### src/rtl/alu8_seq.sv
// ---------------------------------------------------------------------------
// alu8_seq
//
// Purpose:
//   Sequences an 8-bit operation through one external 4-bit ALU in two
//   nibble passes (LO then HI), chaining the carry between passes when the
//   command is arithmetic. The 8-bit result is written back into an
//   accumulator together with zero/carry/sign flags, and a one-cycle done
//   pulse marks the result as valid.
//
// Parameters:
//   ARITH_L   - value of the command's l bit that selects the ALU adder path
//
// Ports:
//   clk       - single clock, rising edge
//   reset     - asynchronous, active-low reset
//   start     - command request, only looked at while idle
//   cmd[2:0]  - {l, aluop[1:0]} applied to both nibble passes
//   cin       - carry-in for the low-nibble pass
//   use_acc   - 1: A operand is the accumulator, 0: A operand is opa
//   opa, opb  - 8-bit operands
//   busy      - high while a command is in flight (LO, HI, DONE)
//   done      - one-cycle pulse when acc and flags hold the new result
//   acc       - accumulator / result register
//   zf/cf/sf  - zero, carry and sign flags of the last completed command
//   alu_a/b   - nibble operands driven to the external ALU
//   alu_cin   - carry-in driven to the external ALU
//   alu_op    - operation select driven to the external ALU
//   alu_l     - logic/arith select driven to the external ALU
//   alu_r     - ALU nibble result (combinational in the same cycle)
//   alu_cout  - ALU carry out
//   alu_zero  - ALU nibble-is-zero
//   alu_sign  - ALU nibble MSB
// ---------------------------------------------------------------------------
module alu8_seq #(
  parameter logic ARITH_L = 1'b0
) (
  input  logic       clk,
  input  logic       reset,
  input  logic       start,
  input  logic [2:0] cmd,
  input  logic       cin,
  input  logic       use_acc,
  input  logic [7:0] opa,
  input  logic [7:0] opb,
  output logic       busy,
  output logic       done,
  output logic [7:0] acc,
  output logic       zf,
  output logic       cf,
  output logic       sf,
  output logic [3:0] alu_a,
  output logic [3:0] alu_b,
  output logic       alu_cin,
  output logic [1:0] alu_op,
  output logic       alu_l,
  input  logic [3:0] alu_r,
  input  logic       alu_cout,
  input  logic       alu_zero,
  input  logic       alu_sign
);

  typedef enum logic [1:0] {
    IDLE = 2'd0,
    LO   = 2'd1,
    HI   = 2'd2,
    DONE = 2'd3
  } state_t;

  state_t     state_q, state_d;

  // Operands and command captured at the accepting edge
  logic [7:0] a_q;
  logic [7:0] b_q;
  logic [2:0] cmd_q;
  logic       cin_q;

  // Low-pass results held across the HI pass
  logic [3:0] res_lo_q;
  logic       carry_q;
  logic       lo_zero_q;

  // Architectural outputs
  logic [7:0] acc_q;
  logic       zf_q;
  logic       cf_q;
  logic       sf_q;
  logic       busy_q;
  logic       done_q;

  logic [7:0] a_sel;
  logic       is_arith;

  // The accumulator is only read here while idle, so the value sampled is
  // always the one present at the accepting edge.
  assign a_sel    = use_acc ? acc_q : opa;

  // Carry chaining and carry reporting only make sense on the adder path.
  assign is_arith = (cmd_q[2] == ARITH_L);

  // Next-state decode
  always_comb begin
    state_d = state_q;
    case (state_q)
      IDLE:    state_d = start ? LO : IDLE;
      LO:      state_d = HI;
      HI:      state_d = DONE;
      DONE:    state_d = IDLE;
      default: state_d = IDLE;
    endcase
  end

  // The external ALU sees latched values only, so input changes while busy
  // cannot reach it. Outside the two passes everything is parked at zero.
  always_comb begin
    alu_a   = 4'd0;
    alu_b   = 4'd0;
    alu_cin = 1'b0;
    alu_op  = 2'd0;
    alu_l   = 1'b0;
    case (state_q)
      LO: begin
        alu_a   = a_q[3:0];
        alu_b   = b_q[3:0];
        alu_cin = cin_q;
        alu_op  = cmd_q[1:0];
        alu_l   = cmd_q[2];
      end
      HI: begin
        alu_a   = a_q[7:4];
        alu_b   = b_q[7:4];
        alu_cin = is_arith & carry_q;
        alu_op  = cmd_q[1:0];
        alu_l   = cmd_q[2];
      end
      default: ;
    endcase
  end

  // FSM with registered busy/done and result write-back
  always_ff @(posedge clk or negedge reset) begin
    if (!reset) begin
      state_q   <= IDLE;
      a_q       <= 8'd0;
      b_q       <= 8'd0;
      cmd_q     <= 3'd0;
      cin_q     <= 1'b0;
      res_lo_q  <= 4'd0;
      carry_q   <= 1'b0;
      lo_zero_q <= 1'b0;
      acc_q     <= 8'd0;
      zf_q      <= 1'b0;
      cf_q      <= 1'b0;
      sf_q      <= 1'b0;
      busy_q    <= 1'b0;
      done_q    <= 1'b0;
    end else begin
      state_q <= state_d;
      case (state_q)
        IDLE: begin
          if (start) begin
            a_q    <= a_sel;
            b_q    <= opb;
            cmd_q  <= cmd;
            cin_q  <= cin;
            busy_q <= 1'b1;
          end
        end
        LO: begin
          res_lo_q  <= alu_r;
          carry_q   <= alu_cout;
          lo_zero_q <= alu_zero;
        end
        HI: begin
          acc_q  <= {alu_r, res_lo_q};
          zf_q   <= alu_zero & lo_zero_q;
          sf_q   <= alu_sign;
          cf_q   <= is_arith & alu_cout;
          done_q <= 1'b1;
        end
        DONE: begin
          // busy drops with done so a new start is seen on the next edge
          done_q <= 1'b0;
          busy_q <= 1'b0;
        end
        default: ;
      endcase
    end
  end

  assign busy = busy_q;
  assign done = done_q;
  assign acc  = acc_q;
  assign zf   = zf_q;
  assign cf   = cf_q;
  assign sf   = sf_q;

endmodule
### config.mk
export PLATFORM = sky130hd
export DESIGN_NAME = alu8_seq
export DESIGN_NICKNAME = d
export VERILOG_FILES = /design/src/rtl/alu8_seq.sv
export SDC_FILE = /design/constraint.sdc
export NUM_CORES = 1
export LEC_CHECK = 0
export CORE_ASPECT_RATIO = 0.9
export CORE_MARGIN = 2
export CORE_UTILIZATION = 50
export DETAILED_ROUTE_END_ITERATION = 8
export PLACE_DENSITY = 0.84
export SLEW_MARGIN = 20
export SYNTH_ARGS = -nofsm -noshare
export SYNTH_HDL_FRONTEND = slang
export SYNTH_SLANG_ARGS = --single-unit
### constraint.sdc
create_clock -name clk -period 2.8 [get_ports clk]
set_input_delay 0.84 -clock clk [delete_from_list [all_inputs] [get_ports clk]]
set_output_delay 0.84 -clock clk [all_outputs]
set_load 0.1 [all_outputs]
# Word level (Yosys, flattened, before mapping)
# Cells that the tools add are included.
# W data, S select, Z words.
# totals
regBits	41
in_bits	31
out_inout_bits	25
word_cells	39
# op_classes
n_eq_ne	4
mux	11
bitwise_logic	4
n_reduce_logical	6
# ops
cell	count
$pmux W4 S2	2
$mux W8	1
$pmux W2 S4	1
$pmux W1 S2	3
$eq A2 B2 Y1 const B	2
$reduce_and A2 Y1	2
$reduce_bool A2 Y1	2
$and A1 B1 Y1	3
$mux W1	3
$eq A2 B1 Y1 const B	1
$logic_not A2 Y1	1
$mux W2	1
$ne A2 B2 Y1 const B	1
$reduce_or A2 Y1	1
$not A1 Y1	1

# Logic depth before layout (Yosys ltp)
# Gate-level depths: netlist of the first run.
# logic_depth
depth_word	3
depth_mapped	5
ltp_nobuf	4

# Worst setup path after synthesis of the first run
# Ideal clock, no wire load.
# synth_path
path_kind	register -> output
startpoint	register state_q[0]
endpoint	output port alu_cin
t_arrival_ns	3.163
required_time_ns	1.960
path_slack_ns	-1.203
stages_incl_launch_ff	6
n_path_buf	1
path_cell_list	dfrtp_1 > inv_1 > ha_1 > buf_4 > nand3b_1 > a21boi_0
# synth_via
elab_chain_cells	2
word_cells_on_any_way	3
cone_classes	eq/ne: 2; mux: 1
# synth_rtl
element	line	rtl
from (decl)	70	state_t state_q, state_d;
from (signal assigned)	158	state_q <= state_d;
$eq A2 B2 Y1 or $eq A2 B1 Y1 (tied branches)	121	case (state_q)
$pmux W1 S2 *	121	
to (decl)	54	output logic alu_cin,
# Mark *: on every way between the ends. The rest lies on a longest branch, timed or not.

# Final worst setup path of the first run
# layout_path
startpoint	register state_q[1]
endpoint	output port alu_cin
# Same word-level chain as after synthesis.

==> results.py, run 1 <==
metrics = {
    "clock_tree": {
        "cts_max_level": 2,
        "insertion_delay_ns": 0.29,
        "clk_path_buf_depth": 2,
        "clock-sinks": 41,
        "clkTransAtPathRegs_ns": 0.07,
        "cts_tree": "built",
        "hold_buffers": 0,
        "root_buffer": "clkbuf_8",
        "post_cts_buffers": 0,
        "cts-resized-gates": 0,
        "numCtsBuffers": 5,
    },
    "drt": {
        "vias_per_cell": 5.32,
        "final_antenna_net_count": 0,
        "wl_per_cell_um": 16.1,
        "drt-pass1-iter-count": 4,
        "num_vias": 1313,
        "wl_mm": 3.97,
        "drtIter0Drc": 73,
        "drcViolationCount": 0,
    },
    "yosys": {
        "yosys.area_share.simple_pct": 5.97,
        "synthAdderAreaFrac_pct": 3.32,
        "synthTopCellsByArea": "dfrtp_1 (54%), mux2_2 (9.5%), mux2_4 (9.5%)",
        "syn_area_per_cell_um2": 13.2,
        "synth.net_count": 179,
        "syn-cell-area_mm2": 0.00189,
        "synth_top_area_cell": "dfrtp_1",
        "ys_ff_latch": 41,
        "synthCells": 143,
        "synth_top_family_by_area": "multiplexers",
        "synth_compound_area_share_pct": 8.95,
        "synth_top_area_share_pct": 54.4,
        "seq_area_frac_synth_pct": 54.4,
        "synth_cell_type_count": 22,
        "synth_xor_area_share_pct": 0,
        "synthMuxAreaShare_pct": 23.3,
        "yosysWarnings": 0,
    },
    "sta": {
        "layout_min_cycle_time_ns": 2.61,
        "post-route-period-util_pct": 93.3,
        "clock_skew_ns": 0.00355,
        "rsz0062_at_grt": "false",
        "worst_pin_slew_ns": 0.891,
        "clock.fmax_mhz": 383,
        "finalSetupTns_ns": 0,
        "slew_viol_final": 0,
        "max_slew_margin_pct": 40.6,
        "hold_violations": 0,
        "report.final.setup_viol": 0,
    },
    "critical_path": {
        "endpoint_kind": "primary output",
        "arrival_ns": 1.77,
        "crit_chain": "inv_1, ha_1, a21boi_2, buf_12",
        "cp.buffers_inverters": 2,
        "cp-start-kind": "register",
        "reg2reg_depth": 4,
        "worstPathMaxFanout": 13,
        "cp.required_ns": 1.96,
        "crit_family": "adder cells",
        "cpMaxStageDelayCell": "ha_1",
        "max_stage_delay_ns": 0.51,
        "crit_type": "reg -> out",
        "cp.depth": 4,
    },
    "layout": {
        "antennaDiodeCount": 0,
        "multi_input_area_um2": 808,
        "fin_cells": 247,
        "syn2layout_area_growth_pct": 40.6,
        "layout_common_cells": "dfrtp_1 (41), clkdlybuf4s50_1 (29), a21oi_1 (17), buf_4 (17), mux2_2 (16)",
        "seq_area_mm2": 0.00103,
        "fin_nets": 236,
        "final_common_cell": "dfrtp_1",
        "fill_cells": 263,
        "drive_gt1_share_pct": 37.3,
    },
    "floorplanning": {
        "coreArea_mm2": 0.00368,
        "die_h_um": 62.3,
        "die_w_um": 68.8,
        "io_pins": 56,
        "die_area_mm2": 0.00428,
        "start_util_pct": 51.3,
        "rows": 21,
    },
    "worst_hold_path": {
        "min_path_type": "reg -> reg",
        "min_path_cells": 2,
    },
    "global_routing": {
        "overflow": 0,
        "grt_start_max_net_pins": 42,
        "grt_pass1_vias": 1351,
        "grt_usage_pct": 20.1,
        "grt_pass1_wl_mm": 6.24,
        "antenna_found_initial": 0,
    },
    "flow_run": {
        "cap_violations": 0,
    },
    "placed_design": {
        "place.port_buffers": 55,
        "globalplace.congestion": 0.763,
        "dpl.hpwl_mm": 2.86,
        "dp.cells": 239,
    },
    "status": {
        "status": "completed",
    },
}
[cells in the mapped netlist, drive strengths merged]
cell type	instances
a21boi	1
a21oi	17
a22oi	8
and2	4
buf	8
clkbuf	1
dfrtp	41
ha	5
inv	4
mux2	28
mux2i	8
nand2	2
nand3	1
nand3b	2
nor2	2
nor2b	8
o21ai	2
o22ai	1
[registers in the layout (all words and copies together) (netlist names), 2 cells and up]
| register | count |
|---|---|
| cmd_q | 3 |
| state_q | 2 |
| a_q | 8 |
| res_lo_q | 4 |
| b_q | 8 |
| acc | 8 |
[worst min-delay path: stages (launching register included)]
cell and delay [ns]:
dfrtp_1 0.35, nor2_1 0.05, nor2_1 0.07
[cell type report]
type                    instances  share of cell area (%)
repair buffers                 59                    25.0
multi-input cells              89                    30.5
flip-flops and latches         41                    38.7
well taps                      46                    2.17
inverters                       4                   0.566
clock buffers                   6                    2.74
clock inverters                 2                   0.377
[metal layers]
layer  share of wire [%]  up-vias  global-route usage, %
li1                    -      616                      -
met2                  48       47                   29.8
met5                   0        -                      0
met1                  43      639                   26.7
met3                 6.3       11                   7.43
met4                 2.6        0                   7.84
[through the flow]
step                worst slack (ns)  utilization, %  hold slack (ns)  cell area, um^2
finish                         0.186            72.1            0.510             2650
global route                  0.0686            72.1            0.514             2650
CTS                            0.178            72.1            0.509             2650
detailed placement             0.496            69.9            0.487             2570
global placement               0.559            69.9            0.481             2570
floorplan                      0.113               -            0.464             1910
[cell families (layout without fill, tap and decap cells)]
kind of cell	count (synthesis)	count (layout)
buf+inv	13	71
mux	36	36
simple gates	19	19
fa+ha+maj	5	5
flops	41	41
compound gates	29	29
[final timing paths]
path | from | end | slack, ns
max in group asynchronous | reset | acc[6] | 1.58
min reg2reg | done | done | 0.51
max reg2reg | state_q[0] | b_q[3] | 0.98
min | done | done | 0.51
min in group asynchronous | reset | b_q[7] | 0.67
max | state_q[1] | alu_cin | 0.19
Power of run 1 is left out: the tool's default activity adds up to more than one toggle a clock period on the data nets, which glitch-free logic cannot reach.
==> run 2: changes to the inputs <==
--- a/config.mk
+++ b/config.mk
@@ -9,7 +9,8 @@
 export CORE_MARGIN = 2
 export CORE_UTILIZATION = 50
 export DETAILED_ROUTE_END_ITERATION = 8
-export PLACE_DENSITY = 0.84
+export PLACE_DENSITY_LB_ADDON = 0.12
+export RECOVER_POWER = 25
 export SLEW_MARGIN = 20
 export SYNTH_ARGS = -nofsm -noshare
 export SYNTH_HDL_FRONTEND = slang
==> run 2 against run 1 <==
First-iteration DRC count down 16%. Highest routed layer unchanged. Cell count unchanged. Register-to-register slack worse by 0.04 ns. Clock skew up 0.0034 ns. Worst hold slack better by 0.00058 ns. Sequential share of layout area down 0.27 points. Wire length up 4.8%. Largest cell class unchanged. Maximum frequency down 2.6%. Design area up 0.71%.
==> results.py, run 2 (same netlist as run 1, synthesis figures left out) <==
metrics = {
    "layout": {
        "antennaDiodeCount": 0,
        "fin_cells": 247,
        "fill_cells": 252,
        "final_common_cell": "dfrtp_1",
        "fin_nets": 236,
        "layout_common_cells": "dfrtp_1 (41), clkdlybuf4s50_1 (27), a21oi_1 (17), buf_4 (17), mux2_2 (16)",
        "final_area_mm2": 0.00267,
        "syn2layout_area_growth_pct": 41.6,
        "drive_gt1_share_pct": 37.8,
    },
    "critical_path": {
        "cpMaxStageDelayCell": "ha_1",
        "worstPathMaxFanout": 13,
        "max_stage_delay_ns": 0.56,
        "crit_chain": "inv_1, ha_1, nor2b_2, buf_12",
        "crit_type": "reg -> out",
        "arrival_ns": 1.84,
        "cp.required_ns": 1.96,
        "cp-start-kind": "register",
        "r2r_slack_ns": 0.94,
        "endpoint_kind": "primary output",
    },
    "sta": {
        "clock_skew_ns": 0.00696,
        "post-route-period-util_pct": 95.9,
        "layout_min_cycle_time_ns": 2.68,
        "worst_pin_slew_ns": 0.990,
        "max_slew_margin_pct": 34.0,
        "hold_violations": 0,
        "clock.fmax_mhz": 373,
        "report.final.setup_viol": 0,
        "rsz0062_at_grt": "false",
        "layout_setup_ws_ns": 0.116,
        "finalSetupTns_ns": 0,
        "slew_viol_final": 0,
    },
    "floorplanning": {
        "io_pins": 56,
        "rows": 21,
        "die_h_um": 62.3,
        "coreArea_mm2": 0.00368,
        "die_w_um": 68.8,
        "start_util_pct": 51.3,
        "die_area_mm2": 0.00428,
    },
    "global_routing": {
        "grt_pass1_vias": 1354,
        "grt_usage_pct": 21.2,
        "overflow": 0,
        "antenna_found_initial": 0,
        "grt_start_max_net_pins": 42,
        "grt_pass1_wl_mm": 6.69,
    },
    "placed_design": {
        "dpl-instance-area_mm2": 0.00257,
        "place.port_buffers": 55,
        "dpl.hpwl_mm": 2.91,
        "globalplace.congestion": 0.729,
        "dp.cells": 239,
        "pre_cts_ws_ns": 0.489,
    },
    "drt": {
        "num_vias": 1342,
        "drtIter0Drc": 61,
        "drcViolationCount": 0,
        "vias_per_cell": 5.43,
        "final_antenna_net_count": 0,
        "wl_per_cell_um": 16.8,
        "wl_mm": 4.16,
        "drt-pass1-iter-count": 5,
    },
    "clock_tree": {
        "numCtsBuffers": 5,
        "cts_max_level": 2,
        "post_cts_buffers": 0,
        "hold_buffers": 0,
        "cts-resized-gates": 0,
        "clock-sinks": 41,
        "cts_tree": "built",
        "clkTransAtPathRegs_ns": 0.08,
        "clk_path_buf_depth": 2,
        "root_buffer": "clkbuf_8",
        "insertion_delay_ns": 0.29,
    },
    "worst_hold_path": {
        "min_path_type": "reg -> reg",
    },
    "flow_run": {
        "cap_violations": 0,
    },
    "status": {
        "status": "completed",
    },
}
-- run 2: changes by cell type in the layout (fill, tap and decap cells not counted) --
cell | before | now
clkbuf_1 | 1 | 0
buf_2 | 1 | 0
clkinv_2 | 2 | 1
clkbuf_8 | 5 | 7
dlygate4sd3_1 | 0 | 2
clkbuf_2 | 0 | 1
clkdlybuf4s50_1 | 29 | 27
-- run 2: final timing paths --
kind                       depth (start not counted)        start       end
max                                                4   state_q[1]  alu_a[3]
max reg2reg                                        4   state_q[0]    b_q[7]
min reg2reg                                        1  res_lo_q[3]    acc[3]
max in group asynchronous                          1        reset    acc[0]
min in group asynchronous                          1        reset  cmd_q[0]
min                                                1  res_lo_q[3]    acc[3]
-- run 2: area by class of cell --
cell class                      instances  area, um^2  area share [%]
Sequential cell                        41        1030            38.4
Multi-Input combinational cell         89         808            30.3
Timing Repair Buffer                   59         663            24.8
Clock buffer                            7        96.3            3.61
Tap cell                               46        57.6            2.15
Inverter                                4        15.0           0.562
Clock inverter                          1        5.00           0.187
-- run 2: metal layers --
layer	track usage (%)	wire, um	up-vias
met5	0	0	-
met4	6.62	46	0
met3	6.16	279	7
met2	32.5	2000	53
met1	29.0	1840	666
li1	-	-	616
-- run 2: critical path, delay by kind of cell, from the launching register on --
family / cells / cell delay (ns)
adder cells (fa/ha/maj): 1 / 0.56
flip-flops: 1 / 0.41
buffers and inverters: 2 / 0.28
AND/OR/NAND/NOR: 1 / 0.30
-- run 2: per-stage QoR --
stage	util, %	hold WS, ns
after floorplan	-	0.464
after global placement	69.9	0.483
after detailed placement	69.9	0.498
after CTS	72.6	0.511
after global routing	72.6	0.525
final	72.6	0.510
Power of run 2 is left out for the same reason.
